**config.mk**
```make
export PLATFORM = sky130hd
export DESIGN_NAME = axi_master_bridge
export DESIGN_NICKNAME = d
export VERILOG_FILES = /design/src/rtl/axi_bridge_pkg.sv /design/src/rtl/axi_master_bridge.sv
export SDC_FILE = /design/constraint.sdc
export NUM_CORES = 1
export LEC_CHECK = 0
export ABC_AREA = 0
export CAP_MARGIN = 20
export CORE_AREA = 2 2 211 213
export DETAILED_ROUTE_END_ITERATION = 8
export DIE_AREA = 0 0 213 215
export GPL_TIMING_DRIVEN = 0
export PLACE_DENSITY = 0.61
export SYNTH_ARGS = -nofsm -noshare
export SYNTH_HDL_FRONTEND = slang
export SYNTH_SLANG_ARGS = --single-unit
```
**constraint.sdc**
```tcl
create_clock -name aclk -period 10.3 [get_ports aclk]
set_clock_uncertainty 0.2 [all_clocks]
set_input_delay 2.06 -clock aclk [delete_from_list [all_inputs] [get_ports aclk]]
set_output_delay 2.06 -clock aclk [all_outputs]
set_load 0.01 [all_outputs]
```
**src/rtl/axi_bridge_pkg.sv**
```systemverilog
// Shared types and constants for the AXI master bridge.
//   state_e    : bridge FSM states
//   BURST_INCR : AXI INCR burst encoding
//   RESP_OKAY  : AXI OKAY response encoding
//   SIZE_8B    : AXI size code for a full 64-bit beat
package axi_bridge_pkg;

  localparam int unsigned ADDR_W = 32;
  localparam int unsigned DATA_W = 64;
  localparam int unsigned STRB_W = 8;
  localparam int unsigned ID_W   = 4;
  localparam int unsigned LEN_W  = 8;

  typedef enum logic [2:0] {
    ST_IDLE = 3'd0,
    ST_AR   = 3'd1,
    ST_R    = 3'd2,
    ST_AWW  = 3'd3,
    ST_B    = 3'd4
  } state_e;

  localparam logic [1:0] BURST_INCR = 2'b01;
  localparam logic [1:0] RESP_OKAY  = 2'b00;
  localparam logic [2:0] SIZE_8B    = 3'd3;

endpackage

```
**src/rtl/axi_master_bridge.sv**
```systemverilog
// AXI master front end arbitrating the IFU (read-only) and LSU (read/write)
// client ports onto a single 64-bit AXI bus, one transaction at a time.
//
// Optional feature macro: IFU_BURST_EN
//   defined   : IFU reads are LINE_BEATS-beat INCR bursts from a line-aligned
//               address; ifu_rlast marks only the final beat.
//   undefined : IFU reads are single beats at the unmodified address.
//
// Ports:
//   aclk, areset                 clock, async active-high reset
//   ifu_req/addr -> ifu_ready    IFU read request / same-cycle accept pulse
//   ifu_rvalid/rdata/rlast       IFU returned beat
//   lsu_req/we/addr/size/wdata/wstrb -> lsu_ready   LSU request / accept
//   lsu_rvalid/rdata, lsu_bvalid LSU read data / write completion
//   resp_err                     pulse on a non-OKAY rresp/bresp beat
//   AR/R/AW/W/B                  AXI master channels
module axi_master_bridge
  import axi_bridge_pkg::*;
#(
  parameter int unsigned LINE_BEATS = 4,
  parameter logic [3:0]  IFU_ID     = 4'd0,
  parameter logic [3:0]  LSU_ID     = 4'd1
) (
  input  logic              aclk,
  input  logic              areset,
  // IFU client
  input  logic              ifu_req,
  input  logic [ADDR_W-1:0] ifu_addr,
  output logic              ifu_ready,
  output logic              ifu_rvalid,
  output logic [DATA_W-1:0] ifu_rdata,
  output logic              ifu_rlast,
  // LSU client
  input  logic              lsu_req,
  input  logic              lsu_we,
  input  logic [ADDR_W-1:0] lsu_addr,
  input  logic [2:0]        lsu_size,
  input  logic [DATA_W-1:0] lsu_wdata,
  input  logic [STRB_W-1:0] lsu_wstrb,
  output logic              lsu_ready,
  output logic              lsu_rvalid,
  output logic [DATA_W-1:0] lsu_rdata,
  output logic              lsu_bvalid,
  output logic              resp_err,
  // AR channel
  output logic [ADDR_W-1:0] araddr,
  output logic [ID_W-1:0]   arid,
  output logic [LEN_W-1:0]  arlen,
  output logic [2:0]        arsize,
  output logic [1:0]        arburst,
  output logic              arvalid,
  input  logic              arready,
  // R channel
  input  logic [ID_W-1:0]   rid,
  input  logic [DATA_W-1:0] rdata,
  input  logic [1:0]        rresp,
  input  logic              rlast,
  input  logic              rvalid,
  output logic              rready,
  // AW channel
  output logic [ID_W-1:0]   awid,
  output logic [ADDR_W-1:0] awaddr,
  output logic [LEN_W-1:0]  awlen,
  output logic [2:0]        awsize,
  output logic [1:0]        awburst,
  output logic              awvalid,
  input  logic              awready,
  // W channel
  output logic [ID_W-1:0]   wid,
  output logic [DATA_W-1:0] wdata,
  output logic [STRB_W-1:0] wstrb,
  output logic              wlast,
  output logic              wvalid,
  input  logic              wready,
  // B channel
  input  logic [ID_W-1:0]   bid,
  input  logic [1:0]        bresp,
  input  logic              bvalid,
  output logic              bready
);

  localparam logic [LEN_W-1:0] BURST_LEN = LEN_W'(LINE_BEATS - 1);

  // IFU request shaping: line-aligned burst or plain single beat
`ifdef IFU_BURST_EN
  localparam logic [ADDR_W-1:0] LINE_MASK = ~ADDR_W'(LINE_BEATS * 8 - 1);
  localparam logic [LEN_W-1:0]  IFU_ARLEN = BURST_LEN;
  logic [ADDR_W-1:0] ifu_araddr_c;
  assign ifu_araddr_c = ifu_addr & LINE_MASK;
`else
  localparam logic [LEN_W-1:0]  IFU_ARLEN = '0;
  logic [ADDR_W-1:0] ifu_araddr_c;
  assign ifu_araddr_c = ifu_addr;
`endif

  // rid/bid/rlast are not needed: one outstanding transaction, beat count is local
  logic unused_in;
  assign unused_in = ^{rid, bid, rlast, BURST_LEN};

  state_e state_q, state_d;
  logic              owner_lsu_q, owner_lsu_d;
  logic [LEN_W-1:0]  beat_q, beat_d;

  logic [ADDR_W-1:0] araddr_q, araddr_d;
  logic [ID_W-1:0]   arid_q, arid_d;
  logic [LEN_W-1:0]  arlen_q, arlen_d;
  logic [2:0]        arsize_q, arsize_d;
  logic [1:0]        arburst_q, arburst_d;
  logic              arvalid_q, arvalid_d;
  logic              rready_q, rready_d;

  logic [ID_W-1:0]   awid_q, awid_d;
  logic [ADDR_W-1:0] awaddr_q, awaddr_d;
  logic [LEN_W-1:0]  awlen_q, awlen_d;
  logic [2:0]        awsize_q, awsize_d;
  logic [1:0]        awburst_q, awburst_d;
  logic              awvalid_q, awvalid_d;
  logic [ID_W-1:0]   wid_q, wid_d;
  logic [DATA_W-1:0] wdata_q, wdata_d;
  logic [STRB_W-1:0] wstrb_q, wstrb_d;
  logic              wlast_q, wlast_d;
  logic              wvalid_q, wvalid_d;
  logic              bready_q, bready_d;

  logic              ifu_rvalid_q, ifu_rvalid_d;
  logic [DATA_W-1:0] ifu_rdata_q, ifu_rdata_d;
  logic              ifu_rlast_q, ifu_rlast_d;
  logic              lsu_rvalid_q, lsu_rvalid_d;
  logic [DATA_W-1:0] lsu_rdata_q, lsu_rdata_d;
  logic              lsu_bvalid_q, lsu_bvalid_d;
  logic              resp_err_q, resp_err_d;

  // Fixed-priority grant; accept pulses in the same cycle the request is seen
  logic grant_lsu_c, grant_ifu_c;
  assign grant_lsu_c = (state_q == ST_IDLE) && lsu_req;
  assign grant_ifu_c = (state_q == ST_IDLE) && ifu_req && !lsu_req;
  assign lsu_ready   = grant_lsu_c && !areset;
  assign ifu_ready   = grant_ifu_c && !areset;

  // Handshake bookkeeping for the write address/data pair
  logic aw_pend_c, w_pend_c;
  assign aw_pend_c = awvalid_q && !awready;
  assign w_pend_c  = wvalid_q && !wready;

  // Next-state and registered-output logic
  always_comb begin
    state_d      = state_q;
    owner_lsu_d  = owner_lsu_q;
    beat_d       = beat_q;
    araddr_d     = araddr_q;
    arid_d       = arid_q;
    arlen_d      = arlen_q;
    arsize_d     = arsize_q;
    arburst_d    = arburst_q;
    arvalid_d    = arvalid_q;
    rready_d     = rready_q;
    awid_d       = awid_q;
    awaddr_d     = awaddr_q;
    awlen_d      = awlen_q;
    awsize_d     = awsize_q;
    awburst_d    = awburst_q;
    awvalid_d    = awvalid_q;
    wid_d        = wid_q;
    wdata_d      = wdata_q;
    wstrb_d      = wstrb_q;
    wlast_d      = wlast_q;
    wvalid_d     = wvalid_q;
    bready_d     = bready_q;
    ifu_rdata_d  = ifu_rdata_q;
    lsu_rdata_d  = lsu_rdata_q;
    ifu_rvalid_d = 1'b0;
    ifu_rlast_d  = 1'b0;
    lsu_rvalid_d = 1'b0;
    lsu_bvalid_d = 1'b0;
    resp_err_d   = 1'b0;

    unique case (state_q)
      ST_IDLE: begin
        beat_d = '0;
        if (grant_lsu_c) begin
          owner_lsu_d = 1'b1;
          if (lsu_we) begin
            state_d   = ST_AWW;
            awid_d    = LSU_ID;
            awaddr_d  = lsu_addr;
            awlen_d   = '0;
            awsize_d  = lsu_size;
            awburst_d = BURST_INCR;
            awvalid_d = 1'b1;
            wid_d     = LSU_ID;
            wdata_d   = lsu_wdata;
            wstrb_d   = lsu_wstrb;
            wlast_d   = 1'b1;
            wvalid_d  = 1'b1;
          end else begin
            state_d   = ST_AR;
            araddr_d  = lsu_addr;
            arid_d    = LSU_ID;
            arlen_d   = '0;
            arsize_d  = lsu_size;
            arburst_d = BURST_INCR;
            arvalid_d = 1'b1;
          end
        end else if (grant_ifu_c) begin
          owner_lsu_d = 1'b0;
          state_d     = ST_AR;
          araddr_d    = ifu_araddr_c;
          arid_d      = IFU_ID;
          arlen_d     = IFU_ARLEN;
          arsize_d    = SIZE_8B;
          arburst_d   = BURST_INCR;
          arvalid_d   = 1'b1;
        end
      end

      ST_AR: begin
        if (arready) begin
          arvalid_d = 1'b0;
          rready_d  = 1'b1;
          state_d   = ST_R;
        end
      end

      // rready is held for the whole R state, so rvalid alone marks a beat
      ST_R: begin
        if (rvalid) begin
          resp_err_d = (rresp != RESP_OKAY);
          if (owner_lsu_q) begin
            lsu_rvalid_d = 1'b1;
            lsu_rdata_d  = rdata;
          end else begin
            ifu_rvalid_d = 1'b1;
            ifu_rdata_d  = rdata;
            ifu_rlast_d  = (beat_q == arlen_q);
          end
          if (beat_q == arlen_q) begin
            rready_d = 1'b0;
            state_d  = ST_IDLE;
          end else begin
            beat_d = beat_q + LEN_W'(1);
          end
        end
      end

      // AW and W retire independently; leave once neither is pending
      ST_AWW: begin
        if (awvalid_q && awready) awvalid_d = 1'b0;
        if (wvalid_q && wready)   wvalid_d  = 1'b0;
        if (!aw_pend_c && !w_pend_c) begin
          bready_d = 1'b1;
          state_d  = ST_B;
        end
      end

      ST_B: begin
        if (bvalid) begin
          bready_d     = 1'b0;
          lsu_bvalid_d = 1'b1;
          resp_err_d   = (bresp != RESP_OKAY);
          state_d      = ST_IDLE;
        end
      end

      default: state_d = ST_IDLE;
    endcase
  end

  // State and output registers
  always_ff @(posedge aclk or posedge areset) begin
    if (areset) begin
      state_q      <= ST_IDLE;
      owner_lsu_q  <= 1'b0;
      beat_q       <= '0;
      araddr_q     <= '0;
      arid_q       <= '0;
      arlen_q      <= '0;
      arsize_q     <= '0;
      arburst_q    <= '0;
      arvalid_q    <= 1'b0;
      rready_q     <= 1'b0;
      awid_q       <= '0;
      awaddr_q     <= '0;
      awlen_q      <= '0;
      awsize_q     <= '0;
      awburst_q    <= '0;
      awvalid_q    <= 1'b0;
      wid_q        <= '0;
      wdata_q      <= '0;
      wstrb_q      <= '0;
      wlast_q      <= 1'b0;
      wvalid_q     <= 1'b0;
      bready_q     <= 1'b0;
      ifu_rvalid_q <= 1'b0;
      ifu_rdata_q  <= '0;
      ifu_rlast_q  <= 1'b0;
      lsu_rvalid_q <= 1'b0;
      lsu_rdata_q  <= '0;
      lsu_bvalid_q <= 1'b0;
      resp_err_q   <= 1'b0;
    end else begin
      state_q      <= state_d;
      owner_lsu_q  <= owner_lsu_d;
      beat_q       <= beat_d;
      araddr_q     <= araddr_d;
      arid_q       <= arid_d;
      arlen_q      <= arlen_d;
      arsize_q     <= arsize_d;
      arburst_q    <= arburst_d;
      arvalid_q    <= arvalid_d;
      rready_q     <= rready_d;
      awid_q       <= awid_d;
      awaddr_q     <= awaddr_d;
      awlen_q      <= awlen_d;
      awsize_q     <= awsize_d;
      awburst_q    <= awburst_d;
      awvalid_q    <= awvalid_d;
      wid_q        <= wid_d;
      wdata_q      <= wdata_d;
      wstrb_q      <= wstrb_d;
      wlast_q      <= wlast_d;
      wvalid_q     <= wvalid_d;
      bready_q     <= bready_d;
      ifu_rvalid_q <= ifu_rvalid_d;
      ifu_rdata_q  <= ifu_rdata_d;
      ifu_rlast_q  <= ifu_rlast_d;
      lsu_rvalid_q <= lsu_rvalid_d;
      lsu_rdata_q  <= lsu_rdata_d;
      lsu_bvalid_q <= lsu_bvalid_d;
      resp_err_q   <= resp_err_d;
    end
  end

  assign araddr     = araddr_q;
  assign arid       = arid_q;
  assign arlen      = arlen_q;
  assign arsize     = arsize_q;
  assign arburst    = arburst_q;
  assign arvalid    = arvalid_q;
  assign rready     = rready_q;
  assign awid       = awid_q;
  assign awaddr     = awaddr_q;
  assign awlen      = awlen_q;
  assign awsize     = awsize_q;
  assign awburst    = awburst_q;
  assign awvalid    = awvalid_q;
  assign wid        = wid_q;
  assign wdata      = wdata_q;
  assign wstrb      = wstrb_q;
  assign wlast      = wlast_q;
  assign wvalid     = wvalid_q;
  assign bready     = bready_q;
  assign ifu_rvalid = ifu_rvalid_q;
  assign ifu_rdata  = ifu_rdata_q;
  assign ifu_rlast  = ifu_rlast_q;
  assign lsu_rvalid = lsu_rvalid_q;
  assign lsu_rdata  = lsu_rdata_q;
  assign lsu_bvalid = lsu_bvalid_q;
  assign resp_err   = resp_err_q;

endmodule

```
==> results.ini <==
[sta]
setup_viol = 0
fin_tns_setup_ns = 0
hold_viol = 0
post-route-period-util = 0.622
period_minus_slack_ns = 6.40
max_freq_mhz = 156
maxSlewViolCount = 0
worst_pin_slew_ns = 0.615
max_slew_margin = 0.588
grt_setup_unrepaired = false

[clock_tree]
post_cts_buffers = 0
clk_latency_ns = 0.53
clk_pin_slew_ns = 0.05
cts_tree = yes
cts_hold_buf = 0
post_cts_resize_count = 0
htreeDepth = 2
cts_buffers = 36
cts_sinks = 295
cts_max_path_buffers = 3
cts_root_buffer = clkbuf_16

[status]
status = completed

[drt]
ant_nets = 0
wl_per_cell_um = 18.7
wirelength_um = 37400
viasPerCell = 4.30
initialDrtViolationCount = 300
drc = 0
first_pass_iters = 4
vias = 8570

[synthesis]
ys_warn_count = 0
synth.largest_area_cell = dfrtp_1
ys_seq_area_frac = 0.606
yosysTopAreaCellShare = 0.606
synthTopCellsByArea = dfrtp_1, mux2_4, mux2_1
synthesis.area_um2 = 12200
syn_area_per_cell_um2 = 15.1
synth_seq_cells = 295
yosysUniqueCellTypes = 43
synthCells = 806

[pwr]
p_sw_mw = 1.80
peakVddDrop_mv = 0.141
switching_share = 0.308
comb_power_share = 0.446
p_int_mw = 4.04
p_seq_frac = 0.348
leakagePower_nw = 8.59
clockPowerShare = 0.207
p_per_area_nw_per_um2 = 302

[grt]
grt_pass1_wl_um = 57000
use_met2 = 0.273
grt_pass1_vias = 9433
grt_max_degree = 44
grt_use_total = 0.163
grt_overflow = 0
grt_use_met3 = 0.0750
grt_util_met1 = 0.182
antenna_found_initial = 4
grt.busiest_layer = met2

[layout]
final_net_count = 1610
drive_above_1_share = 0.191
fin_util = 0.443
syn2layout_area_growth_pct = 58.8
final_common_cell = clkdlybuf4s50_1
final_cell_mix = clkdlybuf4s50_1, dfrtp_1, mux2_1, mux2_4, nand2_1

[floorplanning]
dieHeight_um = 215
rows = 77
die-area_um2 = 45800
io_pins = 541
die_x_um = 213
start_util = 0.279
coreArea_um2 = 43600

[placement]
hpwl_um = 29400
routabilityCongestion = 0.779
io_buffers = 504

[worst_setup_path]
cp.required_ns = 8.04
rr_endpoint = ifu_rdata[42]
crit_chain = clkdlybuf4s50_1 -> clkinvlp_4 -> buf_12 -> buf_12 -> and3_1 -> clkdlybuf4s50_1
worst-path-buf-inv = 5
critPathLaunchType = input port
end_kind = output pin
crit_type = input port to output pin
cp.arrival_ns = 4.14
reg2reg_setup_slack_ns = 7.82
critPathTopFamily = buffers and inverters
critPathMaxStageDelay_ns = 0.52
cp_max_fo = 37
crit_path_top_delay_cell = clkdlybuf4s50_1
rr_startpoint = state_q[0]
rr_worst_depth = 7

[job]
drv_cap = 0

[hold_path]
hold_start = arburst[0]
hold_class = flip-flop to flip-flop
min_path_cells = 1
holdPathEnd = arburst[0]

[cell usage after synthesis, drive strengths merged]
cell type and count:
nand2 43, clkbuf 8, o22ai 3, xnor2 3
nand3b 3, conb 1, nand2b 2, nor3b 1
nand3 5, o21ai 42, a22o 3, or3 3
mux2i 32, nor4b 2, or2 1, dfrtp 295
nor4 2, nor2 12, o2111a 1, mux2 237
nand4bb 1, nor3 8, and3 1, a221oi 1
a21oi 9, ha 2, a31o 1, nor2b 3
or4b 1, or3b 1, a21o 1, a22oi 1
nand4 1, buf 62, inv 14
[metal layers]
metal,up-vias,wire length [um]
met2,375,17900
met1,4204,14200
met3,74,4180
met5,-,43
met4,6,1070
li1,3911,-
[through the flow]
step                instance area (um^2)  hold WS [ns]  worst slack (ns)  power, mW  cells
finish                             19300         0.269              3.90       5.84   1995
global route                       19300         0.291              3.74       6.19   1995
CTS                                19300         0.277              3.84       5.94   1994
detailed placement                 18200         0.260              3.86       4.68   1936
global placement                   18100         0.253             -2.12       4.64   1928
floorplan                          12300         0.257              1.04       3.15    832
[registers in the layout, summed over array words and instances (netlist names), 8 cells and up]
name / flops
ifu_rdata: 64
lsu_rdata: 64
wdata: 64
araddr: 32
awaddr: 32
beat_q: 8
wstrb: 8
[final cells by class]
class | instances | area, um^2
fillers | 3994 | 24300
clock inverters | 6 | 61.3
well taps | 592 | 741
diodes | 1 | 2.50
clock buffers | 52 | 1050
inverters | 14 | 56.3
multi-input cells | 453 | 4320
plain buffers | 70 | 527
flip-flops and latches | 295 | 7380
repair buffers | 512 | 5200
[power groups by stage]
stage          sequential [mW]  combinational (mW)  clock (mW)
3_5_place_dp              2.04                2.64           0
6_report                  2.03                2.60        1.21
4_1_cts                   2.04                2.65        1.25
2_1_floorplan             2.26               0.887           0
3_3_place_gp              2.03                2.61           0
5_1_grt                   2.10                2.78        1.30
[worst max-delay path by stage]
stage	from	to	slack [ns]	cells past startpoint
CTS	areset	ifu_ready	3.84	6
finish	areset	ifu_ready	3.90	6
global placement	areset	ifu_ready	-2.12	4
detailed placement	areset	ifu_ready	3.86	6
floorplan	areset	ifu_ready	1.04	2
global route	areset	ifu_ready	3.74	6
[logic make-up after synthesis]
logic type,count (synthesis),synth area share
compound gates,62,0.0291
xor+xnor,3,0.00216
fa+ha+maj,2,0.00205
buf+inv,84,0.0475
flops,295,0.606
mux,269,0.275
other cells,1,0.000308
simple gates,90,0.0377
Power figures use the tool's default switching activity.
